**src/rtl/ws281x_pkg.sv**
```systemverilog
// Shared WS281X definitions: receiver states, 50 MHz default timing and
// a time-to-clock helper used by both the receive and transmit blocks.
package ws281x_pkg;

    typedef logic [1:0] state_t;

    localparam state_t WAIT_LATCH = 2'd0;
    localparam state_t READY      = 2'd1;
    localparam state_t HIGH       = 2'd2;
    localparam state_t LOW        = 2'd3;

    localparam int CLK_MHZ = 50;

    // Rounds up so a threshold is never shorter than the requested time.
    function automatic int ns_to_clks(input int ns, input int clk_mhz);
        return (ns * clk_mhz + 999) / 1000;
    endfunction

    function automatic int us_to_clks(input int us, input int clk_mhz);
        return us * clk_mhz;
    endfunction

    localparam int DEF_GLITCH_CLKS   = ns_to_clks(100, CLK_MHZ);
    localparam int DEF_THRESH_CLKS   = ns_to_clks(440, CLK_MHZ);
    localparam int DEF_HIGH_MAX_CLKS = ns_to_clks(1200, CLK_MHZ);
    localparam int DEF_LATCH_CLKS    = us_to_clks(50, CLK_MHZ);

endpackage

```
**src/rtl/ws281x_din_sync.sv**
```systemverilog
// Two-flop synchronizer for the raw strip input with registered rise/fall
// pulses; lvl_rise is the same rise one cycle early for gating datapaths.
module ws281x_din_sync (
    input  logic clk,
    input  logic rst_n,
    input  logic din,
    output logic lvl,
    output logic lvl_rise,
    output logic rise,
    output logic fall
);

    // [0] may go metastable, [1] is the clean level, [2] its one-cycle history
    logic [2:0] sync_pipe;

    always_ff @(posedge clk or negedge rst_n) begin
        if (!rst_n) begin
            sync_pipe <= '0;
            rise      <= 1'b0;
            fall      <= 1'b0;
        end else begin
            sync_pipe <= {sync_pipe[1:0], din};
            rise      <= sync_pipe[1] & ~sync_pipe[2];
            fall      <= ~sync_pipe[1] & sync_pipe[2];
        end
    end

    assign lvl      = sync_pipe[1];
    assign lvl_rise = sync_pipe[1] & ~sync_pipe[2];

endmodule

```
**src/rtl/ws281x_pixel_rx.sv**
```systemverilog
// WS281X receiver node: decodes pulse widths into bits, keeps the first
// NUM_NODE pixels of each frame and forwards the rest of the stream.
module ws281x_pixel_rx
    import ws281x_pkg::*;
#(
    parameter int BITS_PER_PIXEL = 24,
    parameter int NUM_NODE       = 1,
    parameter int GLITCH_CLKS    = DEF_GLITCH_CLKS,
    parameter int THRESH_CLKS    = DEF_THRESH_CLKS,
    parameter int HIGH_MAX_CLKS  = DEF_HIGH_MAX_CLKS,
    parameter int LATCH_CLKS     = DEF_LATCH_CLKS
) (
    input  logic                          Clock,
    input  logic                          Reset,
    input  logic                          Din,
    output logic                          Dout,
    output logic [BITS_PER_PIXEL-1:0]     Node,
    output logic [$clog2(NUM_NODE+1)-1:0] NodeIndex,
    output logic                          Valid,
    output logic                          Sync,
    output logic                          Error
);

    localparam int LW = $clog2(LATCH_CLKS + 1);
    // One spare count so an overlong high is always representable
    localparam int HW = $clog2(HIGH_MAX_CLKS + 2);
    localparam int BW = $clog2(BITS_PER_PIXEL + 1);
    localparam int PW = $clog2(NUM_NODE + 1);

    localparam logic [LW-1:0] LOW_FULL  = LW'(LATCH_CLKS);
    localparam logic [LW-1:0] LOW_LAST  = LW'(LATCH_CLKS - 1);
    localparam logic [HW-1:0] HIGH_OVER = HW'(HIGH_MAX_CLKS + 1);
    localparam logic [HW-1:0] HIGH_MAX  = HW'(HIGH_MAX_CLKS);
    localparam logic [HW-1:0] HIGH_GLT  = HW'(GLITCH_CLKS);
    localparam logic [HW-1:0] HIGH_ONE  = HW'(THRESH_CLKS);
    localparam logic [BW-1:0] BIT_LAST  = BW'(BITS_PER_PIXEL - 1);
    localparam logic [PW-1:0] PIX_FULL  = PW'(NUM_NODE);

    logic                      lvl, lvl_rise, rise, fall;
    state_t                    state;
    logic [LW-1:0]             low_cnt, low_inc;
    logic [HW-1:0]             high_cnt, high_inc;
    logic [BW-1:0]             bit_cnt;
    logic [PW-1:0]             pix_cnt, pix_inc;
    logic [BITS_PER_PIXEL-1:0] shreg, shreg_nxt;
    logic                      bit_val, fwd_arm, fwd_on;

    ws281x_din_sync u_sync (
        .clk      (Clock),
        .rst_n    (Reset),
        .din      (Din),
        .lvl      (lvl),
        .lvl_rise (lvl_rise),
        .rise     (rise),
        .fall     (fall)
    );

    assign bit_val   = (high_cnt >= HIGH_ONE);
    assign shreg_nxt = {shreg[BITS_PER_PIXEL-2:0], bit_val};
    assign low_inc   = (low_cnt == LOW_FULL) ? low_cnt : low_cnt + LW'(1);
    assign high_inc  = (high_cnt == HIGH_OVER) ? high_cnt : high_cnt + HW'(1);
    assign pix_inc   = (pix_cnt == PIX_FULL) ? pix_cnt : pix_cnt + PW'(1);

    always_ff @(posedge Clock or negedge Reset) begin
        if (!Reset) begin
            state     <= WAIT_LATCH;
            low_cnt   <= '0;
            high_cnt  <= '0;
            bit_cnt   <= '0;
            pix_cnt   <= '0;
            shreg     <= '0;
            fwd_arm   <= 1'b0;
            fwd_on    <= 1'b0;
            Dout      <= 1'b0;
            Node      <= '0;
            NodeIndex <= '0;
            Valid     <= 1'b0;
            Sync      <= 1'b0;
            Error     <= 1'b0;
        end else begin
            Valid <= 1'b0;
            Sync  <= 1'b0;
            Error <= 1'b0;

            // Forwarding only opens on a fresh rise, so no partial pulse leaks out
            if (fwd_on || (fwd_arm && lvl_rise)) begin
                Dout   <= lvl;
                fwd_on <= 1'b1;
            end else begin
                Dout   <= 1'b0;
            end

            case (state)
                WAIT_LATCH: begin
                    if (lvl) begin
                        low_cnt <= '0;
                    end else if (low_cnt == LOW_LAST) begin
                        low_cnt <= LOW_FULL;
                        state   <= READY;
                    end else begin
                        low_cnt <= low_inc;
                    end
                end

                READY, LOW: begin
                    if (rise) begin
                        state    <= HIGH;
                        high_cnt <= HW'(1);
                    end else if (state == LOW && low_cnt == LOW_LAST) begin
                        Sync    <= 1'b1;
                        Error   <= (bit_cnt != '0);
                        low_cnt <= LOW_FULL;
                        bit_cnt <= '0;
                        pix_cnt <= '0;
                        fwd_arm <= 1'b0;
                        fwd_on  <= 1'b0;
                        Dout    <= 1'b0;
                        state   <= READY;
                    end else begin
                        low_cnt <= low_inc;
                    end
                end

                HIGH: begin
                    if (high_cnt > HIGH_MAX) begin
                        Error   <= 1'b1;
                        low_cnt <= '0;
                        bit_cnt <= '0;
                        pix_cnt <= '0;
                        fwd_arm <= 1'b0;
                        fwd_on  <= 1'b0;
                        Dout    <= 1'b0;
                        state   <= WAIT_LATCH;
                    end else if (fall) begin
                        state <= LOW;
                        // Runt pulses leave the low-time measurement running
                        if (high_cnt >= HIGH_GLT) begin
                            shreg   <= shreg_nxt;
                            low_cnt <= LW'(1);
                            if (bit_cnt == BIT_LAST) begin
                                bit_cnt <= '0;
                                pix_cnt <= pix_inc;
                                if (pix_cnt < PIX_FULL) begin
                                    Node      <= shreg_nxt;
                                    NodeIndex <= pix_cnt;
                                    Valid     <= 1'b1;
                                end
                                if (pix_inc == PIX_FULL)
                                    fwd_arm <= 1'b1;
                            end else begin
                                bit_cnt <= bit_cnt + BW'(1);
                            end
                        end
                    end else begin
                        high_cnt <= high_inc;
                    end
                end

                default: state <= WAIT_LATCH;
            endcase
        end
    end

endmodule

```
**config.mk**
```make
export PLATFORM = sky130hd
export DESIGN_NAME = ws281x_pixel_rx
export DESIGN_NICKNAME = d
export VERILOG_FILES = /design/src/rtl/ws281x_pkg.sv /design/src/rtl/ws281x_din_sync.sv /design/src/rtl/ws281x_pixel_rx.sv
export SDC_FILE = /design/constraint.sdc
export NUM_CORES = 1
export LEC_CHECK = 0
export ABC_CLOCK_PERIOD_IN_PS = 5000
export CAP_MARGIN = 15
export CORE_ASPECT_RATIO = 1.25
export CORE_MARGIN = 10
export CORE_UTILIZATION = 60
export CTS_CLUSTER_DIAMETER = 40
export DETAILED_ROUTE_END_ITERATION = 8
export PLACE_DENSITY = 0.82
export RECOVER_POWER = 25
export REMOVE_ABC_BUFFERS = 1
export SETUP_SLACK_MARGIN = 0.15
export SYNTH_ARGS = -nofsm -noshare
export SYNTH_HDL_FRONTEND = slang
export SYNTH_HIERARCHICAL = 1
export SYNTH_SLANG_ARGS = --single-unit
export TNS_END_PERCENT = 100
```
**constraint.sdc**
```tcl
create_clock -name Clock -period 5 [get_ports Clock]
set_input_delay 0.75 -clock Clock [delete_from_list [all_inputs] [get_ports Clock]]
set_output_delay 0.75 -clock Clock [all_outputs]
set_load 0.05 [all_outputs]
```
# Yosys cells after proc, flatten, opt, wreduce, memory -nomap -nowiden
# Cells that the tools add are included.
totals:
  reg_bits: 85
  out_inout_bits: 29
  in_bits: 3
  elab_cells: 130
classes:
  eq_ne: 20
  n_lt_le_gt_ge: 4
  muxes: 65
  addsub: 4
  reduce_logical: 15
  n_bitwise: 5
ops:
  columns: ["op", "count"]
  rows:
  - ["$mux 12", 8]
  - ["$pmux 12 s3", 1]
  - ["$mux 1", 32]
  - ["$mux 5", 6]
  - ["$eq 12x12->1 const B", 2]
  - ["$mux 6", 4]
  - ["$ne 2x2->1 const B", 7]
  - ["$add 12x1->12 const B", 1]
  - ["$mux 2", 6]
  - ["$pmux 6 s2", 1]
  - ["$reduce_and 6->1", 2]
  - ["$pmux 1 s2", 5]
  - ["$pmux 5 s2", 1]
  - ["$reduce_and 5->1", 2]
  - ["$ne 3x3->1 const B", 3]
  - ["$reduce_and 4->1", 2]
  - ["$reduce_and 7->1", 1]
  - ["$add 6x1->6 const B", 1]
  - ["$eq 6x6->1 const B", 1]
  - ["$ge 6x3->1 const B", 1]
  - ["$ge 6x5->1 const B", 1]
  - ["$gt 6x6->1 const B", 1]
  - ["$ne 3x2->1 const B", 2]
  - ["$pmux 2 s3", 1]
  - ["16 further kinds", 21]

# Longest topological paths before layout
# Gate-level depths: netlist (run 1).
depth:
  depth_word: 8
  depth_mapped: 9
  ltp_nobuf: 7

# Cells and area by module
# The synthesis (run 1) kept the hierarchy.
modules_own_cells:
  columns: ["mod", "area_per_inst_um2", "seq_area_each_um2", "instances", "cells_per_inst"]
  rows:
  - ["ws281x_pixel_rx", 3682.3, 2001.9, 1, 322]
  - ["ws281x_din_sync", 140.1, 125.1, 1, 7]

# Worst setup path after synthesis (run 1)
# No wires, ideal clock.
synth_timing:
  kind: "reg-to-reg"
  start: "reg high_cnt[0]"
  end: "reg Node[0]"
  arrival_time_ns: 2.139
  setup_slack_ns: 2.736
  stages_incl_launch_ff: 10
  required_time_ns: 4.875
  n_path_buf: 2
  setup_ns: 0.125
  period_less_slack_ns: 2.264
  path_cell_list: "dfrtp_1 inv_1 ha_1 nor2b_1 o21ai_1 nand3_2 or3_1 buf_2 buf_6 mux2_2"
synth_via:
  elab_chain_cells: 3
  word_cells_on_any_way: 5
  classes_between: "order compare (3); bitwise (1); reduce/logical (1)"
synth_rtl:
  columns: ["item", "line_no", "rtl"]
  rows:
  - ["start: declaration", "ws281x_pixel_rx.sv:42", "logic [HW-1:0] high_cnt, high_inc;"]
  - ["start signal: assignment", "ws281x_pixel_rx.sv:155", "high_cnt <= high_inc;"]
  - ["$gt 6x6->1", "ws281x_pixel_rx.sv:125", "if (high_cnt > HIGH_MAX) begin"]
  - ["$not 1->1 (no source line)", null, null]
  - ["$reduce_and 6->1 (no source line)", null, null]
  - ["end signal: assignment", "ws281x_pixel_rx.sv:144", "Node <= shreg_nxt;"]
  - ["end: declaration", "ws281x_pixel_rx.sv:17", "output logic [BITS_PER_PIXEL-1:0] Node,"]
# Several ways; a longest one is shown, not always the timed one.
# A chain may end at the register's enable or synchronous reset.

# Final worst setup path (run 1)
layout_timing:
  start: "reg high_cnt[0]"
  end: "reg Node[21]"
layout_via:
  elab_chain_cells: 3
  word_cells_on_any_way: 4
  classes_between: "order compare (2); bitwise (1); reduce/logical (1)"
layout_rtl:
  columns: ["item", "line_no"]
  rows:
  - ["$gt 6x6->1", "ws281x_pixel_rx.sv:125"]
  - ["$not 1->1 (no source line)", null]
  - ["$reduce_and 6->1 (no source line) (*)", null]
# Mark *: on every way between the ends. The rest lies on a longest branch, timed or not.

==> impl.org, run 1 <==
** Die
- The floorplan step defined a core boundary enclosing 6170 µm².
- The die is 91.4 µm wide.
- The floorplan step defined a die boundary enclosing 9980 µm².
- Once the floorplan was initialized, standard cells occupied between 60% and 70% of the core.
- The die is ~110 µm tall.
- 32 I/O pins were placed.
- Site Rows :: 32

** Setup path
- Cells along the critical path :: inv_1 > ha_1 > nor2b_1 > o21ai_1 > nand3_2 > or3_1 > mux2_2
- Crit path arrival time :: 3.47 ns
- For the worst setup path, the data required time is ~5.2 ns.
- Highest-delay cell along the critical path :: or3_1
- STA classifies the critical path endpoint as a flop.
- Broken down by cell family, the worst path's largest delay share belongs to simple AND/OR/NAND/NOR gates.
- Along the worst path, the maximum fanout reaches 26.
- Worst Path Buf+Inv :: 1
- Reg-to-reg setup timing slack :: about 1.8 ns
- Source of the worst register-to-register timing path :: high_cnt[0]
- Origin of the worst setup path :: high_cnt[0]
- Delay of the slowest critical-path stage :: 0.97 ns
- The critical path in this run is classified as reg -> reg.
- STA classifies the critical path startpoint as a flop.

** Clock network
- Clock H-tree levels :: 3
- Post-CTS Resized :: 0
- Number of buffers between clock root and the deepest sink :: 2
- Buffers inserted to repair hold after CTS numbered 0.
- Num Clock Sinks :: 85
- After clock tree synthesis, the clock-pin slew on the worst setup and hold paths is 0.09 ns.
- Cell at the root of the clock tree :: clkbuf_8
- CTS Buf Count :: 9
- In this run the post-CTS setup repair buffer count came out at 0.
- TritonCTS built the clock tree.
- Source-to-sink clock delay at the later pin of the worst-skew pair :: ~0.35 ns

** Layout
- Utilization of the core after routing :: between 70 and 80%
- Number of filler cells placed in the layout :: roughly 460
- Leaving out fill and tap cells, the most frequent cell in the layout is dfrtp_1.
- In the final layout, the share of cells above drive strength 1 is roughly a fifth.
- Most frequent cells in the layout :: 85 x dfrtp_1, 47 x mux2_2, 29 x clkdlybuf4s50_1
- After routing the design area is about 4400 µm².
- Fin nets :: 370
- 0 antenna diodes ended up in the layout.
- The area growth from synthesis to layout is 15.0%.

** Power
- Leakage dissipation :: around 2.1 nW
- Comb power frac :: ~2.3%
- The clock network accounts for 42.4% of the total power.
- The internal power of the cells totals just under 1 mW.
- Power spread over the standard cell area amounts to 286 nW/µm².
- IR analysis of the VDD net gives a maximum drop of between 0.00015 and 0.0002 V.
- The analysis attributes to net switching a power of approximately 0.28 mW.
- In this run switching power makes up between 20% and 30% of total power.
- Per report_power, the sequential group accounts for between 50% and 60% of the total.

** Timing
- On the final layout, the worst hold slack is 0.360 ns.
- Measured against its own limit, the worst slew margin works out to -35.4%.
- Pins Over Slew Limit :: between 80 and 90
- After layout, the worst path uses 64.7% of the clock period.
- Number of failing setup endpoints in the final timing report :: 0
- Setup repair after global routing left no endpoint under its margin.
- Final TNS setup :: 0 ns
- At the pin with the least slew margin, the transition time is 2.03 ns.
- The final number of hold-violating endpoints came to 0.
- The smallest clock period supported by the final layout is computed as between 3 and 4 ns.
- Setup clock skew after layout :: ~0.017 ns
- Based on the critical path, the design can be clocked at up to about 0.31 GHz.

** Drt
- Routed length on met2 :: approximately 3.6 mm
- In the routed layout, each cell is associated on average with a via count of approximately 5.6.
- Metal-1 WL :: around 2.8 mm
- The final route contains about 2500 vias.
- The first detailed-routing pass took 4 iterations.
- Met3 WL :: 381 µm
- Remaining antenna violation count after routing :: 0
- Final routed wirelength across all metal layers :: 6.92 mm
- For this block, the initial DRC count from the detailed router was 110.
- In this run the top signal layer used is met4.
- In the final routed layout, each cell accounts on average for ~15 µm.
- After detailed routing, the number of remaining DRC violations is 0.

** Worst hold path
- Path category of the worst min-delay check :: reg -> reg
- Startpoint of the most critical hold path :: u_sync/sync_pipe[0]

** Job
- Across the run, the number of max-cap violations was 1.

** Yosys
- Number of standard cells after synthesis :: between 300 and 400
- Top cells by area in the synthesized netlist :: dfrtp_1 56%, mux2_2 14%, ha_1 2.6%, a21oi_1 2.4%, nor2_1 2.3%
- The synthesized design contains 0 enable-type register cells.
- Number of distinct library cell variants in the gate-level netlist after synthesis :: 52
- After synthesis, the share of flip-flops with an asynchronous set or reset is between 90% and 100%.
- Summed over all instances, the cell type with the most area after synthesis is dfrtp_1.
- Post-synth top flop :: dfrtp_1
- Total of flip-flops plus latches after synthesis :: 85
- Yosys printed 6 warnings.
- Top cell type's share of synthesized area :: a little under three fifths
- The synthesized netlist occupies a cell area of roughly 3800 µm².
- A synthesized cell averages between 10 and 15 µm².
- Proportion of synthesized chip area in sequential cells :: roughly 56%

** Global route
- The first global-routing pass estimated about 12 mm of wire.
- The number of global-route vias before repair came to 2536.
- The initial antenna violation count was 0.
- Aggregate global routing overflow :: 0
- Entering global routing, the biggest net connects 86 pins.
- GRT Overall Usage :: between 10% and 20%

** Place
- The count of buffers added on input and output ports is 31.
- Final HPWL from detailed placement :: 4.68 mm
- Routability-driven placement finished with a final weighted congestion of slightly above 0.8.
- The placed instances occupy a cell area of 4180 µm².

** Status
- The run finished, with violations left.
- The checks that failed: capacitance limit, slew limit.
==> routing by layer <==
metal	vias up	global-route usage, %
met5	-	0
met4	0	5.16
li1	1231	-
met3	8	4.75
met1	1247	16.1
met2	46	24.7
==> worst reg2reg max path, delay by kind of cell, from the launching register on <==
family / cells / cell delay [ns]
AO/OA/AOI/OAI: 1 / 0.30
adder cells (fa/ha/maj): 1 / 0.19
buffers and inverters: 1 / 0.10
flip-flops: 1 / 0.43
multiplexers: 1 / 0.46
AND/OR/NAND/NOR: 3 / 1.64
==> flip-flops by register name (all words and copies together), names as in the netlist, 2 cells and up <==
| name | flops |
|---|---|
| shreg | 23 |
| bit_cnt | 5 |
| low_cnt | 12 |
| state | 2 |
| Node | 24 |
| u_sync/sync_pipe | 3 |
| high_cnt | 6 |
==> final cells by class <==
cell class | count | area [µm²] | share of cell area (%)
flip-flops and latches | 85 | 2130 | 48.4
multi-input cells | 213 | 1560 | 35.5
repair buffers | 32 | 313 | 7.12
clock buffers | 9 | 124 | 2.82
well taps | 85 | 106 | 2.42
clock inverters | 7 | 97.6 | 2.22
inverters | 18 | 67.6 | 1.54
==> cell usage after synthesis, drive strengths merged, types with 2 or more instances <==
cell type  number
a31oi           3
mux2           47
nand4b          2
and2            6
or4             7
a21oi          18
nand2b          5
o31ai           5
ha              8
a2bb2oi         2
a41oi           2
inv            18
buf             6
o2bb2ai         2
clkbuf          7
nand4           2
dfrtp          85
nor4            2
nor2b           3
nor2           23
or3             2
nand2          17
nand3          16
nor3            7
o21ai          15
==> stage by stage <==
stage | power, mW | setup slack, ns | std cells
after floorplan | 0.721 | 2.23 | 316
after global placement | 0.738 | 1.86 | 433
after detailed placement | 0.739 | 1.75 | 433
after CTS | 1.27 | 1.75 | 449
after global routing | 1.30 | 1.53 | 449
final | 1.26 | 1.76 | 449
==> cells by family (layout without fill, tap and decap cells) <==
| family | count (synthesis) | count (layout) | synth area share, % |
|---|---|---|---|
| flops | 85 | 85 | 55.6 |
| simple gates | 96 | 96 | 13.4 |
| mux | 48 | 48 | 14.1 |
| xor+xnor | 2 | 2 | 0.458 |
| buf+inv | 31 | 66 | 3.53 |
| fa+ha+maj | 8 | 8 | 2.62 |
| compound gates | 59 | 59 | 10.2 |
==> power groups by stage <==
stage / Sequential (mW) / Combinational [mW] / Clock [mW]
6_report: 0.695 / 0.0293 / 0.534
5_1_grt: 0.696 / 0.0339 / 0.572
4_1_cts: 0.695 / 0.0307 / 0.543
3_5_place_dp: 0.708 / 0.0306 / 0
3_3_place_gp: 0.708 / 0.0299 / 0
2_1_floorplan: 0.707 / 0.0130 / 0
==> worst paths after layout <==
| check | endpoint | cells past startpoint |
|---|---|---|
| max reg2reg | Node[21] | 7 |
| min | u_sync/sync_pipe[1] | 0 |
| min reg2reg | u_sync/sync_pipe[1] | 0 |
| min in group asynchronous | Node[15] | 1 |
| max | Node[21] | 7 |
| max in group asynchronous | high_cnt[1] | 1 |
No activity file was read; power rests on OpenSTA's default activity.
==> inputs of run 2 (changes only) <==
Settings changed: ABC_CLOCK_PERIOD_IN_PS 5000 to 3340, CORE_UTILIZATION 60 to 57, PLACE_DENSITY 0.82 to 0.79.
Clock period 5 ns to 3.34 ns, I/O delays scaled along.
==> impl.org, run 2 (synthesis gave the netlist of run 1 again) <==
** Status
- The run finished, with violations left.
- The checks that failed: capacitance limit, slew limit.

** Global route
- For met2 alone, demand over resource in global routing was between 20% and 30%.
- Aggregate global routing overflow :: 0
- The layer flagged by global routing as most heavily used is met2.
- First-pass GRT wire length :: approximately 12 mm
- For this run, global-route usage on met1 was measured as roughly 17%.
- Initial antenna violation count :: 0
- For this run, global-route usage on met3 was measured as under 10%.
- For this run, the total global-route usage over all layers was measured as about 14%.
- Entering global routing, the biggest net connects 86 pins.
- Number of global-route vias before repair :: 2522

** Timing
- Number of failing setup endpoints in the final timing report :: 0
- Setup repair after global routing missed its margin :: false
- The routed design could run at a clock period as short as 2.56 ns.
- Slew at the pin with the worst max-slew slack :: ~2 ns
- Clock skew on the completed layout was measured at 0.0112 ns.
- Pins Over Slew Limit :: 86
- Max-slew headroom :: -33.9%
- Setup WS post-layout :: 0.778 ns
- Final period util :: approximately three quarters
- Hold violation total from the final report :: 0
- Max Clock Freq :: a little under 0.4 GHz
- Final TNS setup :: 0 ns

** Power
- Power share of the clock group :: 42.5%
- Power density over the cells :: approximately 430 nW/µm²
- Switching share of power :: a little over a fifth
- Sequential share of power :: 55.2%
- Comb power frac :: ~2.3%
- IR analysis of the VDD net gives a maximum drop of around 0.00024 V.
- Internal power :: 1.48 mW
- Net switching power of the design :: around 0.40 mW
- In this run the static leakage power is 2.08 nW.

** Clock network
- CTS saw 85 sinks.
- In this run the deepest clock path goes through 2 buffers.
- Source-to-sink clock delay at the later pin of the worst-skew pair :: around 0.35 ns
- Clock-pin slew was measured on the worst setup and hold paths at approximately 0.08 ns.
- CTS tree :: built
- Post-CTS timing repair inserted 0 buffers for setup.
- Hold-fix buffers, CTS :: 0
- Clock H-tree levels :: 3
- Post-CTS Resized :: 0
- Cell at the root of the clock tree :: clkbuf_8
- Clock tree synthesis inserted a total of 9 buffers.

** Die
- In this run the core area contains 33 standard-cell rows.
- Die Span X :: between 90 and 100 µm
- Die area :: 10400 µm²
- The core region is around 6500 µm².
- 32 I/O pins were placed.
- Vert. Die Dim :: around 110 µm
- Starting density of the core :: between 50% and 60%

** Layout
- Most common cell after layout, fill and taps aside :: dfrtp_1
- Of the cells placed in the final design, the portion with a size suffix greater than 1 is between 20% and 30%.
- Compared with the post-synthesis result, the final layout area differs by 15.5%.
- Most frequent cells in the layout :: 85 x dfrtp_1, 47 x mux2_2, 29 x clkdlybuf4s50_1
- Count of inserted antenna diode cells :: 0
- Register ranked first by flip-flop count :: Node
- At the end of the flow, the number of nets in the layout was ~370.
- Number of filler cells placed in the layout :: 530
- The register with the most flip-flops in the layout has 24 of them.
- In the final layout, the registers with the most flip-flops are Node: 24 flops, shreg: 23 flops, low_cnt: 12 flops.

** Setup path
- Highest-delay cell along the critical path :: or3_1
- For the worst flop-to-flop path, the logic depth is 8.
- In this run the critical register-to-register path is captured at Node[5].
- Data on the critical path is required at its endpoint by 3.57 ns.
- For this run, the slowest stage of the critical path takes 0.78 ns.
- In this run the register-to-register setup slack is 0.78 ns.
- CP startpoint kind :: flop
- The critical path is of the reg -> reg type.
- Data arrives at the worst endpoint at about 2.8 ns.
- Cells along the critical path :: inv_1 > ha_1 > nor2b_1 > o21ai_1 > buf_4 > nand3_2 > or3_1 > mux2_2
- Along the worst path, the maximum fanout reaches 26.
- Kind of end point of the critical path :: flop
- Source of the worst register-to-register timing path :: high_cnt[0]

** Worst hold path
- The path with the worst hold slack has its endpoint at u_sync/sync_pipe[1].
- Min-Delay Path Depth :: 0
- The worst hold path belongs to the class reg -> reg.
- Startpoint of the most critical hold path :: u_sync/sync_pipe[0]

** Drt
- Final routed wirelength across all metal layers :: approximately 7.1 mm
- Via count :: between 2000 and 3000
- In this run, the number of DRC markers left after iteration 0 of detailed routing was approximately 110.
- Remaining DRCs :: 0
- First drt pass iteration count :: 4
- In the routed layout, each cell is associated on average with a via count of around 5.7.
- Routed len/inst :: ~16 µm
- Remaining antenna violation count after routing :: 0

** Place
- Final HPWL from detailed placement :: between 4 and 5 mm
- Before CTS, the worst setup slack after placement is roughly 0.75 ns.
- Final weighted congestion of routability-driven global placement :: about 0.87
- Port buffering added 31 buffers.

** Job
- Max-cap violations in this run came to 1.
run 2: per-layer routing:
layer	vias up	wire length (µm)	share of wire, %
li1	1240	-	-
met5	-	0	0
met2	61	3620	51
met3	16	360	5.0
met4	0	180	2.5
met1	1256	2980	42
run 2: worst max path at each step:
stage | endpoint | slack, ns | startpoint
finish | Node[5] | 0.78 | high_cnt[0]
global route | Node[5] | 0.59 | high_cnt[0]
CTS | Node[5] | 0.74 | high_cnt[0]
detailed placement | Node[19] | 0.75 | high_cnt[0]
global placement | Node[11] | 0.84 | high_cnt[0]
floorplan | Node[0] | 0.57 | high_cnt[0]
run 2: power groups by stage:
stage | clock (mW) | sequential, mW | combinational (mW)
after floorplan | 0 | 1.06 | 0.0195
after detailed placement | 0 | 1.06 | 0.0458
after global placement | 0 | 1.06 | 0.0444
final | 0.802 | 1.04 | 0.0438
after CTS | 0.818 | 1.04 | 0.0459
after global routing | 0.859 | 1.04 | 0.0509
run 2: worst max-delay path: cells and delay by family, from the launching register on:
family	cells	cell delay, ns
flip-flops	1	0.44
adder cells (fa/ha/maj)	1	0.19
multiplexers	1	0.46
buffers and inverters	2	0.25
AO/OA/AOI/OAI	1	0.12
AND/OR/NAND/NOR	3	0.97
run 2: metrics by stage:
step                      power, mW  instances  util (%)  hold WS (ns)  cell area [µm²]
after floorplan                1.08        316         -         0.205             3750
after global placement         1.11        437      64.3         0.335             4190
after detailed placement       1.11        437      64.3         0.337             4190
after CTS                      1.90        452      67.7         0.357             4420
after global routing           1.95        452      67.7         0.376             4410
final                          1.89        452      67.7         0.353             4410
run 2: final cells by class:
cell class	count	area, µm²	share of cell area, %
flip-flops and latches	85	2130	48.2
multi-input cells	213	1560	35.3
repair buffers	34	328	7.43
clock buffers	10	138	3.12
well taps	87	109	2.47
clock inverters	5	85.1	1.93
inverters	18	67.6	1.53
